### src/rtl/fwd_interlock.sv
// Forwarding and load-use interlock beside ID: tracks DEPTH in-flight writers,
// picks the youngest producer per source operand, stalls on unready results.

module fwd_interlock_op #(
  parameter int RW    = 5,
  parameter int DEPTH = 3,
  parameter int SELW  = 2
) (
  input  logic [RW-1:0]             i_src,
  input  logic                      i_use,
  input  logic [DEPTH-1:0]          i_live,
  input  logic [DEPTH-1:0]          i_rdy,
  input  logic [DEPTH-1:0][RW-1:0]  i_rd,
  output logic                      o_stall,
  output logic [SELW-1:0]           o_sel
);

  logic            w_hit;
  logic            w_rdy;
  logic [SELW-1:0] w_sel;

  // Scan oldest to youngest so the lowest matching position overrides.
  always_comb begin
    w_hit = 1'b0;
    w_rdy = 1'b0;
    w_sel = '0;
    for (int j = DEPTH-1; j >= 0; j--) begin
      if (i_use && (i_src != '0) && i_live[j] && (i_rd[j] == i_src)) begin
        w_hit = 1'b1;
        w_rdy = i_rdy[j];
        w_sel = SELW'(j + 1);
      end
    end
  end

  assign o_stall = w_hit & ~w_rdy;
  assign o_sel   = (w_hit && w_rdy) ? w_sel : '0;

endmodule

module fwd_interlock #(
  parameter int RW    = 5,
  parameter int DEPTH = 3,
  parameter int NSRC  = 2,
  parameter int LATW  = 2,
  parameter int CNTW  = 16
) (
  input  logic                          clk_i,
  input  logic                          rst_n_i,
  input  logic                          id_valid_i,
  input  logic                          id_wr_i,
  input  logic [RW-1:0]                 id_rd_i,
  input  logic [LATW-1:0]               id_lat_i,
  input  logic [NSRC*RW-1:0]            src_i,
  input  logic [NSRC-1:0]               src_use_i,
  input  logic                          hold_i,
  input  logic                          flush_i,
  output logic [NSRC*$clog2(DEPTH+1)-1:0] fwd_sel_o,
  output logic                          stall_o,
  output logic [CNTW-1:0]               stall_cnt_o
);

  localparam int SELW   = $clog2(DEPTH+1);
  localparam int LATMAX = DEPTH - 1;

  logic [DEPTH-1:0]             r_v;
  logic [DEPTH-1:0][RW-1:0]     r_rd;
  logic [DEPTH-1:0][LATW-1:0]   r_cnt;
  logic [CNTW-1:0]              r_stall_cnt;

  logic [DEPTH-1:0]             w_live;
  logic [DEPTH-1:0]             w_rdy;
  logic [NSRC-1:0]              w_op_stall;
  logic [NSRC-1:0][SELW-1:0]    w_op_sel;
  logic                         w_stall;
  logic [LATW-1:0]              w_lat;
  logic [DEPTH-1:0]             w_v_nxt;
  logic [DEPTH-1:0][RW-1:0]     w_rd_nxt;
  logic [DEPTH-1:0][LATW-1:0]   w_cnt_nxt;

  always_comb begin
    for (int j = 0; j < DEPTH; j++) begin
      w_live[j] = r_v[j] & (r_rd[j] != '0);
      w_rdy[j]  = (r_cnt[j] == '0);
    end
  end

  genvar k;
  generate
    for (k = 0; k < NSRC; k++) begin : g_op
      fwd_interlock_op #(
        .RW    (RW),
        .DEPTH (DEPTH),
        .SELW  (SELW)
      ) u_op (
        .i_src   (src_i[k*RW +: RW]),
        .i_use   (src_use_i[k]),
        .i_live  (w_live),
        .i_rdy   (w_rdy),
        .i_rd    (r_rd),
        .o_stall (w_op_stall[k]),
        .o_sel   (w_op_sel[k])
      );
    end
  endgenerate

  assign w_stall     = id_valid_i & (|w_op_stall);
  assign stall_o     = w_stall;
  assign fwd_sel_o   = w_stall ? '0 : w_op_sel;
  assign stall_cnt_o = r_stall_cnt;

  // A latency past the last tracked slot would never mature; cap it there.
  always_comb begin
    w_lat = id_lat_i;
    if (int'(id_lat_i) > LATMAX) w_lat = LATW'(LATMAX);
  end

  always_comb begin
    w_v_nxt   = '0;
    w_rd_nxt  = '0;
    w_cnt_nxt = '0;
    for (int j = 1; j < DEPTH; j++) begin
      w_v_nxt[j]   = r_v[j-1];
      w_rd_nxt[j]  = r_rd[j-1];
      w_cnt_nxt[j] = (r_cnt[j-1] == '0) ? '0 : r_cnt[j-1] - 1'b1;
    end
    if (!w_stall && !flush_i) begin
      w_v_nxt[0]   = id_valid_i & id_wr_i;
      w_rd_nxt[0]  = id_rd_i;
      w_cnt_nxt[0] = w_lat;
    end
  end

  always_ff @(posedge clk_i or negedge rst_n_i) begin
    if (!rst_n_i) begin
      r_v         <= '0;
      r_rd        <= '0;
      r_cnt       <= '0;
      r_stall_cnt <= '0;
    end else if (!hold_i) begin
      r_v   <= w_v_nxt;
      r_rd  <= w_rd_nxt;
      r_cnt <= w_cnt_nxt;
      if (w_stall && (r_stall_cnt != '1)) r_stall_cnt <= r_stall_cnt + 1'b1;
    end
  end

endmodule
### config.mk
export PLATFORM = sky130hd
export DESIGN_NAME = fwd_interlock
export DESIGN_NICKNAME = d
export VERILOG_FILES = /design/src/rtl/fwd_interlock.sv
export SDC_FILE = /design/constraint.sdc
export NUM_CORES = 1
export LEC_CHECK = 0
export CORE_ASPECT_RATIO = 1.25
export CORE_UTILIZATION = 56
export DETAILED_ROUTE_END_ITERATION = 16
export PLACE_DENSITY_LB_ADDON = 0.25
export SYNTH_ARGS = -nofsm -noshare
export SYNTH_HDL_FRONTEND = slang
export SYNTH_SLANG_ARGS = --single-unit
### constraint.sdc
create_clock -name clk_i -period 8.4 [get_ports clk_i]
set_clock_uncertainty 0.2 [all_clocks]
set_input_delay 1.68 -clock clk_i [delete_from_list [all_inputs] [get_ports clk_i]]
set_output_delay 1.68 -clock clk_i [all_outputs]
set_load 0.05 [all_outputs]
Word-level counts from Yosys, hierarchy flattened

Index checks and enable logic that the tools add are counted.

Bits of input ports: 25
Register bits after elaboration: 40
Logic and storage cells: 86
Output and inout bits: 21

$lt $le $gt $ge: 1
Reductions and logical operators: 30
Equality and inequality tests: 7
Muxes and demuxes: 27
Add/subtract/negate cells: 3
Bitwise logic cells: 10

Operators by type and width:

| operator                | number |
|---|---|
| $eq A5 B5 Y1            | 6 |
| $reduce_bool A5 Y1      | 5 |
| $mux W2                 | 12 |
| $logic_and A1 B1 Y1     | 18 |
| $add A16 B1 Y16 const B | 1 |
| $ne A16 B16 Y1 const B  | 1 |
| $mux W1                 | 13 |
| $and A1 B1 Y1           | 7 |
| $logic_not A2 Y1        | 3 |
| $mux W5                 | 1 |
| $mux W4                 | 1 |
| $sub A2 B1 Y2 const B   | 2 |
| $not A1 Y1              | 3 |
| $gt A2 B2 Y1 const B    | 1 |
| $logic_not A1 Y1        | 2 |
| $reduce_and A2 Y1       | 1 |
| $reduce_or A2 Y1        | 1 |

Longest topological paths before layout

Gate-level depths: netlist (run 1).

Depth in word-level cells: 14
Depth in mapped cells: 8
Mapped depth without buffers: 8

By module

A second synthesis (run 1) with hierarchy kept.

Cells, all modules: 218
Area total of the unflattened synthesis: 2316.0 um^2

Modules (own cells, without submodules):

| module           | instances | seq. area each (um^2) | cells each | area each (um^2) |
|---|---|---|---|---|
| fwd_interlock    | 1         | 1001.0                | 148        | 1800.5 |
| fwd_interlock_op | 2         | 0.0                   | 35         | 257.7 |

Worst setup path after synthesis (run 1)

OpenSTA, ideal clock, no wires.

Path kind: in2out
From: input port src_i[6]
To: output port fwd_sel_o[1]
Stages: 8
Buffers on the path: 0
Slack: 2.092 ns
Arrival: 4.428 ns
Cell sequence: or4_1 o21ai_2 nor4_1 a22oi_1 a22oi_4 o21ai_4 inv_2 nor3_1

Cells in the longest elaborated chain, start to end: 12
Elaborated cells between the ends (all ways): 22

RTL lines:

| item                             | RTL line | text |
|---|---|---|
| start: declaration               | 54       | `input logic [NSRC*RW-1:0] src_i,` |
| $reduce_bool A5 Y1               | 28       | `if (i_use && (i_src != '0) && i_live[j] && (i_rd[j] == i_src)) begin` |
| $logic_and A1 B1 Y1 (3 in a row) | 28       |  |
| $mux W1 (3 in a row)             | 28       |  |
| $not A1 Y1                       | 36       | `assign o_stall = w_hit & ~w_rdy;` |
| $and A1 B1 Y1 *                  | 36       |  |
| $reduce_or A2 Y1 *               | 107      | `assign w_stall = id_valid_i & (\|w_op_stall);` |
| $and A1 B1 Y1 *                  | 107      |  |
| via stall_o                      | 59       | `output logic stall_o,` |
| $mux W4 *                        | 109      | `assign fwd_sel_o = w_stall ? '0 : w_op_sel;` |
| end: declaration                 | 58       | `output logic [NSRC*$clog2(DEPTH+1)-1:0] fwd_sel_o,` |

The timed path passes the listed nets; every way through them passes the cells marked *.

Worst setup path after layout (run 1)

From: input port src_i[1]
To: output port fwd_sel_o[1]

Cells in the longest elaborated chain, start to end: 12
Elaborated cells between the ends (all ways): 27

RTL lines:

| item                             | RTL line |
|---|---|
| $reduce_bool A5 Y1               | 28 |
| $logic_and A1 B1 Y1 (3 in a row) | 28 |
| $mux W1 (3 in a row)             | 28 |
| $not A1 Y1                       | 36 |
| $and A1 B1 Y1                    | 36 |
| $reduce_or A2 Y1                 | 107 |
| $and A1 B1 Y1                    | 107 |
| $mux W4 *                        | 109 |

Every way passes the cells marked *; elsewhere a longest branch is shown, timed or not.

==> qor.csv, run 1 <==
metric,value,unit
Clock Latency Late Sink,0.28,ns
Rel. slew slack,0.260,
# port buffers,45,
diode count,0,
Max Slew Vio Count,0,
Die ar.,0.00444,sq mm
Post-DRT Antenna Nets,0,
Area Overhead vs Synth,24.1,%
WP data arrival,5.02,ns
Post-Route WL,5.07,mm
flop2flop setup slack,5.34,ns
fmax,145,MHz
sw frac,0.264,
std cell rows,25,
cts repair resizes,0,
Internal Pwr Total,0.308,mW
Worst Hold Depth,2,
Fin Setup TNS,0,ns
post-route cell area,0.00290,sq mm
VDD IR-drop max,0.143,mV
syn nets,240,
CTS H-tree depth,2,
Design Power,0.418,mW
synth cell count leaders,"dfrtp_1 (40), xnor2_1 (33), mux2_2 (12), xor2_1 (12), nor2_1 (10)",
status,finished clean,
Sequential Power Share,0.527,
Non-Filler Instances,315,
sequential share of the synthesized area,0.428,
Synth area leaders,"dfrtp_1 (43%), xnor2_1 (12%), mux2_2 (5.8%)",
worst-margin pin slew,1.11,ns
DR iter-0 viols,117,
startpoint types,primary input,
min-delay worst type,flip-flop to flip-flop,
Synth area leader,dfrtp_1,
setup bufs post-CTS,0,
count of state elements after synthesis,40,
DRC Markers,0,
vias in the first global route,1786,
share of cells above drive strength 1,0.115,
Synth cell types,41,
reg2reg start,stall_cnt_o[7],
die width,59.8,um
DR pass1 iterations,4,
highest metal used,met4,
Starting Density,0.603,
asr flop ratio synth,1.00,
via count,1851,
drt wl/cell,16.1,um
most frequent cell after synthesis,dfrtp_1,
Setup CP Type,primary input to output port,
Leak,1.18,nW
R2R cell count,7,
Final period util,0.822,
Min-Delay Endpoint,r_cnt[5],
GRT Residual Overflow,0,
All-Layer GR Usage,0.248,
placed cell count,307,
"worst slack, placed",1.50,ns
Max Root-Sink Buffers,2,
post-placement cell area,0.00281,sq mm
R2R Path End,stall_cnt_o[1],
Ports,46,
cts hold-fix bufs,0,
Final Hold Fails,0,
clock-pin slew on the worst setup and hold paths,0.07,ns
DR vias/cell,5.88,
hold path startpoint,r_cnt[5],
Final setup viols,0,
gpl congestion,0.915,
clock sink total,40,
synthesized area per cell,10.9,sq um
Setup crit end kind,output port,
routed wl met3,250,um
CTS root buf,clkbuf_8,
cell area power density,144,mW/mm^2
RSZ-0062 raised after global routing,false,
Max-Cap Viols,0,
sw power,0.110,mW
synthesized area,0.00234,sq mm
CTS tree,yes,
"Worst Setup Slack, final",1.50,ns
"EDFF count, synth",0,
worst path required time,6.52,ns
leading register cell type out of synthesis,dfrtp_1,
largest net degree at the start of global routing,41,
Critical Path Fanout Max,17,
Ys Warns,0,
Die Ht,74.3,um
min cycle time layout,6.90,ns
Met1 Routed Length,2.18,mm
initial antenna violation count,0,
top cell type's share of synthesized area,0.428,
met2 wire len,2.57,mm
Logic pwr share,0.166,
DP HPWL,3.72,mm
Clock Power Share,0.307,
Core Region,0.00388,sq mm
total CTS buffers,5,
Syn Inst Count,214,
first-pass GRT wire length,8.25,mm
Total Nets Final,286,
## metrics by stage
stage          utilization  hold WS, ns
2_1_floorplan            -        0.251
4_1_cts              0.748        0.293
3_5_place_dp         0.725        0.276
6_report             0.748        0.287
3_3_place_gp         0.725        0.266
5_1_grt              0.748        0.318
## per-layer routing
metal	GRT usage	vias to the layer above
met5	0	-
met4	0.0879	0
met3	0.0487	6
met2	0.419	68
met1	0.315	895
li1	-	882
## power by group through the flow
stage / clock network, mW / registers, mW / logic [mW]
6_report: 0.128 / 0.220 / 0.0695
4_1_cts: 0.132 / 0.220 / 0.0699
2_1_floorplan: 0 / 0.220 / 0.0421
3_5_place_dp: 0 / 0.224 / 0.0696
5_1_grt: 0.137 / 0.222 / 0.0760
3_3_place_gp: 0 / 0.223 / 0.0685
## cell type report
| cell class | instances | area, sq um |
|---|---|---|
| Multi-Input combinational cell | 165 | 1290 |
| Sequential cell | 40 | 1000 |
| Fill cell | 306 | 976 |
| Timing Repair Buffer | 45 | 445 |
| Clock buffer | 8 | 90.1 |
| Tap cell | 54 | 67.6 |
| Inverter | 3 | 11.3 |
## critical path, stage by stage
cell and delay [ns]:
clkdlybuf4s50_1 0.56, or4_1 0.59, o21ai_2 0.22, nor4_1 0.12
a22oi_1 0.24, a22oi_4 0.20, o21ai_4 0.31, inv_2 0.09
nor3_1 0.19, clkdlybuf4s50_1 0.83
## cell families (layout without fill, tap and decap cells)
family	Yosys count	after routing	share of synthesized area
adders and majority gates	1	1	0.00535
and+or+nand+nor	64	64	0.152
DFF	40	40	0.428
muxes	15	15	0.0712
AOI/OAI and AO/OA	40	40	0.154
buffers and inverters	9	56	0.0214
xor gates and xnor gates	45	45	0.169
## layout by cell type, fill, tap and decap left out, types with 2 or more instances in the layout
cell type        Yosys  layout
o211ai_1             8       8
inv_1                2       2
clkbuf_1             1       2
nand3_1              8       8
clkbuf_8             0       6
a22oi_4              2       2
nand3b_1             2       2
and2_1               2       2
a22oi_1              2       2
xor2_1              12      12
nor4_1               6       6
clkdlybuf4s50_1      0      44
nor2_1              10      10
and2_4               2       2
nand2b_1             3       3
a32o_1               7       7
o21ai_0              5       5
nor3b_1              2       2
nor3_1               5       5
a21oi_1              2       2
o2111ai_1            5       5
mux2_2              12      12
nand2_1              9       9
mux2i_1              2       2
dfrtp_1             40      40
o21ai_2              3       3
or4_1                5       5
xnor2_1             33      33
and3_1               8       8
## sequential cells by signal, summed over array words and instances, names as in the netlist
register,flops
stall_cnt_o,16
r_v,3
r_cnt,6
r_rd,15
## how the worst max path moves through the flow
stage          startpoint           end  slack (ns)  cells after the start
3_3_place_gp     src_i[1]  fwd_sel_o[1]        1.56                     10
5_1_grt          src_i[1]  fwd_sel_o[1]        1.32                     10
6_report         src_i[1]  fwd_sel_o[1]        1.50                     10
2_1_floorplan    src_i[6]  fwd_sel_o[1]        2.09                      8
3_5_place_dp     src_i[1]  fwd_sel_o[1]        1.50                     10
4_1_cts          src_i[1]  fwd_sel_o[1]        1.50                     10
No activity file was read; power rests on OpenSTA's default activity.
==> inputs of run 2 (changes only) <==
CORE_UTILIZATION = 47   (was 56)
clock period = 5.6 ns   (was 8.4 ns; I/O delays follow)
==> run 2 against run 1 <==
  * Register-to-register slack worse by 2.7 ns
  * Utilization down 12 points
  * Final cell count grew 3.2%
  * Clock power rose by 82%
  * Clock-buffer cell count fell by 3
  * Worst hold slack lost 0.0031 ns
  * First-iteration DRC count is 23% higher
  * Final area rose by 3.8%
  * Non-clock buffer count is 4 higher
  * Critical endpoint unchanged
  * Largest cell class unchanged
  * Largest power group unchanged
==> qor.csv, run 2 (same netlist as run 1, synthesis figures left out) <==
metric,value,unit,change
DRC Markers,0,,unchanged
Area Overhead vs Synth,28.8,%,was 24.1%
vias in the first global route,1731,,was 1786
initial antenna violation count,0,,unchanged
min-delay worst type,flip-flop to flip-flop,,unchanged
Ports,46,,unchanged
hold path startpoint,r_cnt[5],,unchanged
VDD IR-drop max,0.181,mV,was 0.143 mV
Leak,1.23,nW,was 1.18 nW
cts hold-fix bufs,0,,unchanged
All-Layer GR Usage,0.214,,was 0.248
Die Ht,80.9,um,was 74.3 um
status,finished clean,,unchanged
Min-Delay Endpoint,r_cnt[5],,unchanged
"commonest non-fill, non-tap cell in the layout",dfrtp_1,,was clkdlybuf4s50_1
gpl congestion,0.952,,was 0.915
worst path required time,4.28,ns,was 6.52 ns
DR vias/cell,5.69,,was 5.88
Fillers,418,,was 306
total CTS buffers,5,,unchanged
diode count,0,,unchanged
Fin Setup TNS,0,ns,unchanged
CP Cell Sequence,clkdlybuf4s50_1 > or4_1 > o21ai_2 > nor4_1 > a22oi_1 > a22oi_4 > o21ai_4 > inv_2 > nor3_1 > buf_12,,was clkdlybuf4s50_1 > or4_1 > o21ai_2 > nor4_1 > a22oi_1 > a22oi_4 > o21ai_4 > inv_2 > nor3_1 > clkdlybuf4s50_1
DR pass1 iterations,4,,unchanged
Post-DRT Antenna Nets,0,,unchanged
std cell rows,28,,was 25
flop2flop setup slack,2.62,ns,was 5.34 ns
GRT Residual Overflow,0,,unchanged
share of cells above drive strength 1,0.155,,was 0.115
Worst Hold Depth,2,,unchanged
via count,1848,,was 1851
post-placement cell area,0.00290,sq mm,was 0.00281 sq mm
clock sink total,40,,unchanged
reg2reg start,r_rd[6],,was stall_cnt_o[7]
Rel. slew slack,0.414,,was 0.260
Clock Power Share,0.348,,was 0.307
clock-pin slew on the worst setup and hold paths,0.07,ns,about the same
CTS tree,yes,,unchanged
startpoint types,primary input,,unchanged
Final Hold Fails,0,,unchanged
Die ar.,0.00526,sq mm,was 0.00444 sq mm
Internal Pwr Total,0.494,mW,was 0.308 mW
Core Region,0.00476,sq mm,was 0.00388 sq mm
Sequential Power Share,0.494,,was 0.527
R2R Path End,stall_cnt_o[1],,unchanged
Final period util,0.947,,
Largest register FFs,16,,unchanged
worst-margin pin slew,0.879,ns,was 1.11 ns
cell area power density,222,mW/mm^2,was 144 mW/mm^2
setup bufs post-CTS,0,,unchanged
cts repair resizes,0,,unchanged
CTS H-tree depth,2,,unchanged
sw frac,0.261,,was 0.264
WP data arrival,3.98,ns,was 5.02 ns
largest net degree at the start of global routing,41,,unchanged
die width,65.1,um,was 59.8 um
DR iter-0 viols,144,,was 117
sw power,0.174,mW,was 0.110 mW
drt wl/cell,16.2,um,was 16.1 um
"slowest stage delay, CP",0.57,ns,was 0.83 ns
Max-Cap Viols,0,,unchanged
Max Slew Vio Count,0,,unchanged
Final setup viols,0,,unchanged
"Max stage delay cell, worst path",or4_1,,was clkdlybuf4s50_1
Total Nets Final,290,,was 286
Starting Density,0.491,,was 0.603
Critical Path Fanout Max,17,,unchanged
post-route cell area,0.00301,sq mm,was 0.00290 sq mm
Setup crit end kind,output port,,unchanged
first-pass GRT wire length,8.47,mm,was 8.25 mm
Logic pwr share,0.158,,was 0.166
RSZ-0062 raised after global routing,false,,unchanged
Max Root-Sink Buffers,2,,unchanged
"commonest cells after routing, fill and taps aside","dfrtp_1 (40), clkdlybuf4s50_1 (39), xnor2_1 (33)",,"was clkdlybuf4s50_1 (44), dfrtp_1 (40), xnor2_1 (33)"
Post-Route WL,5.25,mm,was 5.07 mm
"delay-heaviest family, CP",simple AND/OR/NAND/NOR gates,,was buffers and inverters
DP HPWL,3.90,mm,was 3.72 mm
Setup CP Type,primary input to output port,,unchanged
CTS root buf,clkbuf_8,,unchanged
fmax,189,MHz,
min cycle time layout,5.30,ns,
Clock Latency Late Sink,0.29,ns,was 0.28 ns
# port buffers,45,,unchanged
buffers and inverters on the worst path,3,,unchanged
R2R cell count,8,,was 7
run 2: cell count changes in the layout (fill, tap and decap cells not counted), sizes merged:
| cell | previous run | this run |
|---|---|---|
| clkbuf | 8 | 5 |
| bufinv | 0 | 1 |
| buf | 1 | 10 |
| clkinvlp | 0 | 1 |
| clkinv | 0 | 1 |
| clkdlybuf4s50 | 44 | 39 |
run 2: through the flow:
step / instances / hold slack [ns] / setup slack, ns / utilization / power (mW)
2_1_floorplan: 214 / 0.251 / 0.412 / - / 0.393
3_3_place_gp: 317 / 0.262 / 0.438 / 0.609 / 0.440
3_5_place_dp: 317 / 0.273 / 0.317 / 0.609 / 0.442
4_1_cts: 325 / 0.290 / 0.311 / 0.632 / 0.674
5_1_grt: 325 / 0.311 / 0.0815 / 0.632 / 0.698
6_report: 325 / 0.284 / 0.299 / 0.632 / 0.668
run 2: how the worst max path moves through the flow:
stage	from	cells after the start	to
3_5_place_dp	src_i[6]	10	fwd_sel_o[1]
5_1_grt	src_i[6]	10	fwd_sel_o[1]
2_1_floorplan	src_i[6]	8	fwd_sel_o[1]
3_3_place_gp	src_i[6]	10	fwd_sel_o[1]
4_1_cts	src_i[6]	10	fwd_sel_o[1]
6_report	src_i[6]	10	fwd_sel_o[1]
run 2: layout make-up:
type | instances | area (sq um) | area share
inverters | 3 | 11.3 | 0.00374
clock buffers | 5 | 68.8 | 0.0229
flip-flops and latches | 40 | 1000 | 0.332
clock inverters | 3 | 42.5 | 0.0141
well taps | 60 | 75.1 | 0.0249
repair buffers | 49 | 526 | 0.174
multi-input cells | 165 | 1290 | 0.428
run 2: routing by layer:
layer	global-route usage	share of wire	up-vias
met5	0	0	-
met4	0.0891	0.025	0
met1	0.266	0.43	889
met3	0.0379	0.040	12
met2	0.367	0.51	57
li1	-	-	890
run 2: power groups by stage:
stage / sequential [mW] / clock [mW] / combinational [mW]
global placement: 0.336 / 0 / 0.104
global route: 0.333 / 0.249 / 0.115
CTS: 0.330 / 0.237 / 0.107
detailed placement: 0.336 / 0 / 0.106
floorplan: 0.330 / 0 / 0.0631
finish: 0.330 / 0.233 / 0.106
run 2: worst register-to-register path: stages, from the launching register on:
cell      delay (ns)
dfrtp_1         0.46
or4_1           0.57
o21ai_2         0.16
nor4_1          0.07
buf_4           0.15
nand3b_1        0.20
a22oi_4         0.48
o21ai_1         0.23
mux2_1          0.35
